--- config.mk ---
export PLATFORM = sky130hd
export DESIGN_NAME = pipeline_hazard_ctrl
export DESIGN_NICKNAME = d
export VERILOG_FILES = /design/src/rtl/pipe_pkg.sv /design/src/rtl/sat_counter.sv /design/src/rtl/pipeline_hazard_ctrl.sv
export SDC_FILE = /design/constraint.sdc
export NUM_CORES = 1
export LEC_CHECK = 0
export ABC_CLOCK_PERIOD_IN_PS = 2460
export CORE_UTILIZATION = 48
export DETAILED_ROUTE_END_ITERATION = 7
export HOLD_SLACK_MARGIN = 0.12
export PLACE_DENSITY = 0.78
export SYNTH_ARGS = -nofsm -noshare
export SYNTH_HDL_FRONTEND = slang
export SYNTH_SLANG_ARGS = --single-unit
--- constraint.sdc ---
create_clock -name clk -period 2.46 [get_ports clk]
set_input_delay 0.369 -clock clk [delete_from_list [all_inputs] [get_ports clk]]
set_output_delay 0.369 -clock clk [all_outputs]
set_load 0.01 [all_outputs]
--- src/rtl/pipe_pkg.sv ---
// +----------------------------------------------------------------------------+
// | pipe_pkg : shared constants and state encoding for the pipeline controls   |
// | Rev 1.0  : initial release                                                 |
// +----------------------------------------------------------------------------+
`default_nettype none

package pipe_pkg;

  localparam int REG_ADDR_W = 4;

  // Register 0 is hardwired to zero, so it never carries a real dependency.
  localparam logic [REG_ADDR_W-1:0] c_ZERO_REG = '0;

  typedef enum logic [0:0] {
    ST_RUN      = 1'b0,
    ST_MEM_WAIT = 1'b1
  } ctrl_state_e;

endpackage

`default_nettype wire

--- src/rtl/sat_counter.sv ---
// +----------------------------------------------------------------------------+
// | sat_counter : increment-only counter that holds at all-ones                |
// | Rev 1.0     : initial release                                              |
// +----------------------------------------------------------------------------+
`default_nettype none

module sat_counter #(
  parameter int CNT_W = 16
) (
  input  logic             clk,
  input  logic             reset,
  input  logic             inc,
  output logic [CNT_W-1:0] count
);

  localparam logic [CNT_W-1:0] c_MAX = '1;
  localparam logic [CNT_W-1:0] c_ONE = CNT_W'(1);

  logic [CNT_W-1:0] r_count;

  always_ff @(posedge clk or posedge reset) begin
    if (reset) begin
      r_count <= '0;
    end else if (inc && (r_count != c_MAX)) begin
      r_count <= r_count + c_ONE;
    end
  end

  assign count = r_count;

endmodule

`default_nettype wire

--- src/rtl/pipeline_hazard_ctrl.sv ---
// +----------------------------------------------------------------------------+
// | pipeline_hazard_ctrl : stall/flush sequencer for the 5-stage pipeline      |
// | Rev 1.0              : initial release                                     |
// +----------------------------------------------------------------------------+
`default_nettype none

module pipeline_hazard_ctrl
  import pipe_pkg::*;
#(
  parameter int CNT_W       = 16,
  parameter int MEM_TIMEOUT = 64
) (
  input  logic                  clk,
  input  logic                  reset,
  input  logic [REG_ADDR_W-1:0] if_id_rn,
  input  logic [REG_ADDR_W-1:0] if_id_rm,
  input  logic                  if_id_rn_vld,
  input  logic                  if_id_rm_vld,
  input  logic [REG_ADDR_W-1:0] id_ex_rd,
  input  logic                  id_ex_mem_read,
  input  logic                  ex_mem_mem_rd,
  input  logic                  ex_mem_mem_wr,
  input  logic                  ex_mem_br_taken,
  input  logic                  dmem_ack,
  output logic                  dmem_req,
  output logic                  pc_en,
  output logic                  pc_sel_branch,
  output logic                  if_id_en,
  output logic                  if_id_flush,
  output logic                  id_ex_en,
  output logic                  id_ex_flush,
  output logic                  ex_mem_en,
  output logic                  ex_mem_flush,
  output logic                  mem_wb_flush,
  output logic [CNT_W-1:0]      stall_cnt,
  output logic [CNT_W-1:0]      flush_cnt,
  output logic                  mem_timeout,
  output logic                  ctrl_state
);

  localparam int                 c_TMR_W    = $clog2(MEM_TIMEOUT + 1);
  localparam logic [c_TMR_W-1:0] c_TMO_MAX  = c_TMR_W'(MEM_TIMEOUT);
  localparam logic [c_TMR_W-1:0] c_TMO_LAST = c_TMR_W'(MEM_TIMEOUT - 1);
  localparam logic [c_TMR_W-1:0] c_TMR_ONE  = c_TMR_W'(1);

  ctrl_state_e        r_state;
  ctrl_state_e        w_state_nxt;
  logic [c_TMR_W-1:0] r_timer;
  logic               r_mem_timeout;

  logic w_mem_op;
  logic w_mem_stall;
  logic w_load_use;
  logic w_redirect;
  logic w_lu_stall;

  assign w_mem_op = ex_mem_mem_rd | ex_mem_mem_wr;

  assign w_load_use = id_ex_mem_read && (id_ex_rd != c_ZERO_REG) &&
                      ((if_id_rn_vld && (if_id_rn == id_ex_rd)) ||
                       (if_id_rm_vld && (if_id_rm == id_ex_rd)));

  always_ff @(posedge clk or posedge reset) begin
    if (reset) begin
      r_state <= ST_RUN;
    end else begin
      r_state <= w_state_nxt;
    end
  end

  // Branch and load-use are resolved on any cycle the memory is not stalling,
  // including the ack cycle, so an illegal mem+branch slot redirects on ack.
  always_comb begin
    w_state_nxt   = r_state;
    w_mem_stall   = 1'b0;
    w_redirect    = 1'b0;
    w_lu_stall    = 1'b0;
    pc_en         = 1'b1;
    if_id_en      = 1'b1;
    id_ex_en      = 1'b1;
    ex_mem_en     = 1'b1;
    pc_sel_branch = 1'b0;
    if_id_flush   = 1'b0;
    id_ex_flush   = 1'b0;
    ex_mem_flush  = 1'b0;
    mem_wb_flush  = 1'b0;

    case (r_state)
      ST_RUN: begin
        if (w_mem_op && !dmem_ack) begin
          w_mem_stall = 1'b1;
          w_state_nxt = ST_MEM_WAIT;
        end
      end
      ST_MEM_WAIT: begin
        if (dmem_ack) begin
          w_state_nxt = ST_RUN;
        end else begin
          w_mem_stall = 1'b1;
        end
      end
      default: w_state_nxt = ST_RUN;
    endcase

    if (w_mem_stall) begin
      pc_en        = 1'b0;
      if_id_en     = 1'b0;
      id_ex_en     = 1'b0;
      ex_mem_en    = 1'b0;
      mem_wb_flush = 1'b1;
    end else if (ex_mem_br_taken) begin
      w_redirect    = 1'b1;
      pc_sel_branch = 1'b1;
      if_id_flush   = 1'b1;
      id_ex_flush   = 1'b1;
      ex_mem_flush  = 1'b1;
    end else if (w_load_use) begin
      w_lu_stall  = 1'b1;
      pc_en       = 1'b0;
      if_id_en    = 1'b0;
      id_ex_flush = 1'b1;
    end
  end

  // The timer saturates at MEM_TIMEOUT; the flag only reports, it never
  // forces the wait to end.
  always_ff @(posedge clk or posedge reset) begin
    if (reset) begin
      r_timer       <= '0;
      r_mem_timeout <= 1'b0;
    end else if ((r_state == ST_MEM_WAIT) && !dmem_ack) begin
      if (r_timer != c_TMO_MAX) begin
        r_timer <= r_timer + c_TMR_ONE;
      end
      if (r_timer >= c_TMO_LAST) begin
        r_mem_timeout <= 1'b1;
      end
    end else if (w_state_nxt == ST_RUN) begin
      r_timer <= '0;
    end
  end

  sat_counter #(
    .CNT_W (CNT_W)
  ) u_stall_cnt (
    .clk   (clk),
    .reset (reset),
    .inc   (w_mem_stall | w_lu_stall),
    .count (stall_cnt)
  );

  sat_counter #(
    .CNT_W (CNT_W)
  ) u_flush_cnt (
    .clk   (clk),
    .reset (reset),
    .inc   (w_redirect),
    .count (flush_cnt)
  );

  // Gating with reset makes the request drop the moment reset is applied.
  assign dmem_req    = w_mem_op & ~reset;
  assign mem_timeout = r_mem_timeout;
  assign ctrl_state  = r_state;

endmodule

`default_nettype wire

# ---- Word level (Yosys, flattened, before mapping)
# Cells that the tools add are included.
dict set report op_classes {
  mux 18
  div_mod_pow 0
  magnitude_cmp 1
  bitwise_logic 5
  eq_ne 7
  n_mul 0
  n_reduce_logical 13
  n_addsub 3
  shift 0
}
# operator count
set ops {}
lappend ops {{16-bit by 1-bit adder with 16-bit output, second input constant} 2}
lappend ops {{16-bit != test, second input constant} 2}
lappend ops {{7-bit two-way mux} 3}
lappend ops {{1-bit two-way mux} 14}
lappend ops {{4-bit equality test} 2}
lappend ops {{1-bit logical AND} 8}
lappend ops {{7-bit by 1-bit adder with 7-bit output, second input constant} 1}
lappend ops {{7-bit by 6-bit >= comparator with 1-bit output, second input constant} 1}
lappend ops {{7-bit != test, second input constant} 1}
lappend ops {{2-bit by 1-bit != test with 1-bit output, second input constant} 2}
lappend ops {{2-bit AND reduction} 2}
lappend ops {{4-bit nonzero test} 1}
lappend ops {{1-bit inverter} 2}
lappend ops {{1-bit OR} 2}
lappend ops {{1-bit case mux with 2 select lines} 1}
lappend ops {{1-bit bitwise AND} 1}
lappend ops {{1-bit logical NOT} 1}
lappend ops {{1-bit logical OR} 1}
dict set report word_totals {
  latchBits 0
  word_cells 52
  ff_bits 41
  memories 0
  ramBits 0
  mem_bits_ro 0
  input_bits 21
}

# ---- Logic depth before layout (Yosys ltp)
# Gate-level depths: netlist (run 1).
dict set report depth {
  depth_word 9
  ltp_mapped 8
  ltp_nobuf 7
}

# ---- Hierarchy
# A second synthesis (run 1) with hierarchy kept.
dict set report hier_totals {
  cells_unflattened 211
  area_unflattened_um2 2239.6
}
# module instances area_each_um2 cells_each
set by_module_without_submodules {}
lappend by_module_without_submodules {sat_counter 2 805.8 71}
lappend by_module_without_submodules {pipeline_hazard_ctrl 1 628.1 69}

# ---- Worst setup path after synthesis (run 1)
# OpenSTA, ideal clock, no wires.
dict set report synth_timing {
  path_kind {input-to-output}
  start {in id_ex_rd[0]}
  end {out pc_en}
  path_slack_ps 350
  path_stages 7
  arrival_ps 1741
  required_time_ps 2091
  path_cell_list {o41a_1 > nand3_1 > nor4_4 > o21bai_4 > buf_6 > and2_1 > buf_4}
}
dict set report synth_between {
  elab_chain_cells 7
}
# item line
set synth_rtl {}
lappend synth_rtl {{start, declared} pipeline_hazard_ctrl.sv:19} ;# input logic [REG_ADDR_W-1:0] id_ex_rd,
lappend synth_rtl {{4-bit equality test, on equally long branches} {pipeline_hazard_ctrl.sv:60, pipeline_hazard_ctrl.sv:61}}
lappend synth_rtl {{1-bit logical AND, on equally long branches} {pipeline_hazard_ctrl.sv:60, pipeline_hazard_ctrl.sv:61}}
lappend synth_rtl {{1-bit logical OR} pipeline_hazard_ctrl.sv:60} ;# ((if_id_rn_vld && (if_id_rn == id_ex_rd)) ||
lappend synth_rtl {{1-bit logical AND *} pipeline_hazard_ctrl.sv:59} ;# assign w_load_use = id_ex_mem_read && (id_ex_rd != c_ZERO_REG) &&
lappend synth_rtl {{1-bit two-way mux * (3 in a row)} -}
lappend synth_rtl {{end, declared} pipeline_hazard_ctrl.sv:26} ;# output logic pc_en,
# Mark *: on every way between the ends. The rest lies on a longest branch, timed or not.

# ---- Worst setup path after layout (run 1)
dict set report layout_timing {
  start {in id_ex_mem_read}
  end {out if_id_en}
}
dict set report layout_between {
  elab_chain_cells 5
}
# item line
set layout_rtl {}
lappend layout_rtl {{start, declared} pipeline_hazard_ctrl.sv:20} ;# input logic id_ex_mem_read,
lappend layout_rtl {{1-bit logical AND (2 in a row)} pipeline_hazard_ctrl.sv:59}
lappend layout_rtl {{1-bit two-way mux} pipeline_hazard_ctrl.sv:117} ;# end else if (w_load_use) begin
lappend layout_rtl {{1-bit two-way mux} pipeline_hazard_ctrl.sv:111} ;# end else if (ex_mem_br_taken) begin
lappend layout_rtl {{1-bit two-way mux} pipeline_hazard_ctrl.sv:105} ;# if (w_mem_stall) begin
lappend layout_rtl {{end, declared} pipeline_hazard_ctrl.sv:28} ;# output logic if_id_en,
# No other way between the ends.

==> results.sh, run 1 <==
export IMPL_outcome="finished with violations"
export IMPL_violations="design-rule violations"
export IMPL_core_rowCount=24
export IMPL_setup_viol=0
export IMPL_placed_area_mm2=0.00305
export IMPL_cts_tree="done"
export IMPL_timing_fmax_mhz=426
export IMPL_whs_endpoint="mem_timeout"
export IMPL_dpl_hpwl_mm=3.77
export IMPL_worstPathArrival_ns=1.98
export IMPL_core_mm2=0.00450
export IMPL_p_int_w=0.00146
export IMPL_grt_pass1_wl_mm=8.65
export IMPL_synth_edff_count=0
export IMPL_clkSinkCount=41
export IMPL_dieArea_mm2=0.00510
export IMPL_holdWs_ns=0.473
export IMPL_worstSkewPairLatency_ns=0.28
export IMPL_min_from="mem_timeout"
export IMPL_finalCritPeriodShare=0.955
export IMPL_wl_per_cell_um=14.6
export IMPL_r2r_end="u_flush_cnt.count[9]"
export IMPL_syn_nets=247
export IMPL_clk_path_buf_depth=2
export IMPL_yosys_warnings=0
export IMPL_firstDrtPassIters=6
export IMPL_start_util=0.513
export IMPL_fin_area_mm2=0.00316
export IMPL_viasPerCell=5.37
export IMPL_yosysSeqAreaShare=0.444
export IMPL_dieHeight_um=71.4
export IMPL_setup_ws_ns=0.112
export IMPL_synthArstFlopShare=1.00
export IMPL_worstSetupStartpointType="input port"
export IMPL_slew_headroom=0.661
export IMPL_netlist_area_mm2=0.00231
export IMPL_synth_distinct_cells=41
export IMPL_syn_avg_cell_area_um2=10.4
export IMPL_cts_max_level=2
export IMPL_pre_cts_ws_ns=-0.245
export IMPL_yosys_area_top_type="dfrtp_1"
export IMPL_cp_required_ns=2.09
export IMPL_rsz0062_at_grt="false"
export IMPL_io_buffer_count=64
export IMPL_clkPwrFrac=0.218
export IMPL_yosys_area_top_type_share=0.444
export IMPL_num_vias=1885
export IMPL_total_leakage_power_nw=1.35
export IMPL_p_seq_frac=0.453
export IMPL_clk_pin_slew_ns=0.07
export IMPL_ant_nets=0
export IMPL_ios=65
export IMPL_cts_root_buf="clkbuf_8"
export IMPL_max_slew_worst_pin_slew_ns=0.509
export IMPL_hold_viol=0
export IMPL_worstReg2RegStart="ctrl_state"
export IMPL_final_max_slew_viol_count=0
export IMPL_drt_first_iter_violations=79
export IMPL_hp_class="flop to flop"
export IMPL_grt_max_degree=42
export IMPL_fin_worst_skew_ns=0.00969
export IMPL_area_growth_pct=36.5
export IMPL_gp_congestion=0.769
export IMPL_p_sw_frac=0.320
export IMPL_maxCapViolCount=0
export IMPL_p_switching_w=0.000684
export IMPL_antennaDiodeCount=0
export IMPL_grt_usage=0.216
export IMPL_worstSetupPathType="input port to output port"
export IMPL_hold_buffers=0
export IMPL_cp_max_fo=2
export IMPL_drcViolationCount=8
export IMPL_ir_worst_vdd_mv=0.594
export IMPL_grt_ovfl_total=0
export IMPL_antenna_found_initial=0
export IMPL_comb_power_share=0.328
export IMPL_numCtsBuffers=5
export IMPL_ys_flop_type="dfrtp_1"
export IMPL_fin_crit_ns=2.35
export IMPL_nets=323
export IMPL_die_w_um=71.4
export IMPL_synthCells=222
export IMPL_totalWireLength_mm=5.12
export IMPL_p_total_w=0.00214
export IMPL_ys_seq_elements=41
export IMPL_critPathCaptureType="output port"
export IMPL_whs_path_depth=1
export IMPL_ff2ff_path_depth=7
export IMPL_layout_drive_gt1_share=0.137
export IMPL_grt_pass1_vias=1876
export IMPL_r2r_slack_ns=0.54
export IMPL_synth_area_top_cells="dfrtp_1, xor2_1, xnor2_1"
export IMPL_pwr_density_cell_mw_per_mm2=678
## flip-flops by register name, summed over array words and instances (netlist names)
signal,cells
ctrl_state,1
u_flush_cnt.count,16
mem_timeout,1
r_timer,7
u_stall_cnt.count,16
## synthesized netlist by cell type, types with 2 or more instances
| cell | number |
|---|---|
| nor3_1 | 6 |
| ha_1 | 4 |
| nand3_1 | 10 |
| mux2_2 | 2 |
| a2111oi_2 | 4 |
| a211oi_2 | 6 |
| nor2_1 | 18 |
| dfrtp_1 | 41 |
| nand4_1 | 8 |
| nand2b_1 | 2 |
| xor2_1 | 23 |
| nor2b_1 | 2 |
| o21ai_0 | 5 |
| and3_1 | 6 |
| a211oi_1 | 2 |
| a21oi_1 | 7 |
| buf_2 | 3 |
| xnor2_1 | 11 |
| inv_1 | 11 |
| and4_1 | 2 |
| a21o_1 | 3 |
| mux2_1 | 3 |
| buf_4 | 4 |
| nor4_4 | 3 |
| nand2_1 | 20 |
## per-stage QoR
stage	TNS [ns]	utilization	std cells
finish	0	0.701	351
global route	0	0.701	351
detailed placement	-1.61	0.678	342
CTS	0	0.701	351
global placement	-1.16	0.678	342
floorplan	0	-	222
## cell type report
type / instances / area [um2]
clock buffer: 7 / 96.3
clock inverter: 1 / 5.00
fill: 350 / 1350
inverter: 11 / 41.3
multi-input combinational: 162 / 1190
sequential: 41 / 1030
tap: 52 / 65.1
timing repair buffer: 77 / 729
## kinds of logic after synthesis
kind of cell               Yosys count  synth area share
adders and majority gates            4            0.0216
buffers and inverters               19            0.0422
muxes                                5            0.0243
DFF                                 41             0.444
and+or+nand+nor                     82             0.197
AOI/OAI and AO/OA                   37             0.142
xor gates and xnor gates            34             0.129
## critical path, cell delays in order
cell,delay (ns)
clkdlybuf4s50_1,0.47
o41a_1,0.20
nand3_1,0.13
nor4_4,0.16
buf_4,0.16
o21bai_4,0.05
and2_1,0.16
dlygate4sd2_1,0.28
## power by group through the flow
stage          clock, W  sequential (W)  combinational (W)
2_1_floorplan         0         0.00101           0.000282
3_3_place_gp          0        0.000979           0.000698
3_5_place_dp          0        0.000982           0.000709
4_1_cts        0.000481        0.000970           0.000709
5_1_grt        0.000521        0.000991           0.000765
6_report       0.000467        0.000970           0.000702
## repair_timing
| action | CTS | global route |
|---|---|---|
| buffers inserted | 1 | 0 |
| resized for setup | 8 | 0 |
| pin swaps | 3 | 1 |
| endpoints found under the setup margin | 3 | 5 |
## layer usage
metal  vias up  track usage  part of all wire
li1        932            -                 -
met1       890        0.278              0.44
met2        59        0.354              0.47
met3         4       0.0661             0.072
met4         0       0.0600             0.010
met5         -            0                 0
## layout by cell type (no fill, tap or decap), types with 2 or more instances in the layout
cell             netlist  layout
clkbuf_8               0       7
nand4_1                8       8
buf_4                  4      13
a2111oi_2              4       4
xnor2_1               11      11
a21o_1                 3       3
nor3_1                 6       6
mux2_1                 3       3
clkdlybuf4s50_1        0      57
a211oi_1               2       2
a21oi_1                7       7
mux2_2                 2       2
o21ai_0                5       5
a211oi_2               6       6
and4_1                 2       2
inv_1                 11      11
nand3_1               10       9
nand3_2                1       2
and3_1                 6       6
dlygate4sd2_1          0       7
nand2b_1               2       2
nor2b_1                2       2
dfrtp_1               41      41
nor4_4                 3       3
nand2_1               20      20
ha_1                   4       4
xor2_1                23      23
nor2_1                18      18
## worst max path at each step
stage | start | end | slack, ns | depth (start not counted)
detailed placement | id_ex_rd[0] | if_id_en | -0.24 | 7
global placement | id_ex_rd[0] | pc_en | -0.21 | 7
CTS | id_ex_mem_read | if_id_en | 0.04 | 8
finish | id_ex_mem_read | if_id_en | 0.11 | 8
global route | id_ex_mem_read | pc_en | 0.02 | 8
floorplan | id_ex_rd[0] | pc_en | 0.35 | 7
Power figures use the tool's default switching activity.
==> run 2: changes to the inputs <==
--- a/config.mk
+++ b/config.mk
@@ -5,7 +5,6 @@
 export SDC_FILE = /design/constraint.sdc
 export NUM_CORES = 1
 export LEC_CHECK = 0
-export ABC_CLOCK_PERIOD_IN_PS = 2460
 export CORE_UTILIZATION = 48
 export DETAILED_ROUTE_END_ITERATION = 7
 export HOLD_SLACK_MARGIN = 0.12
==> results of run 2 <==
The final DEF is identical to that of run 1; final timing and power are the same.
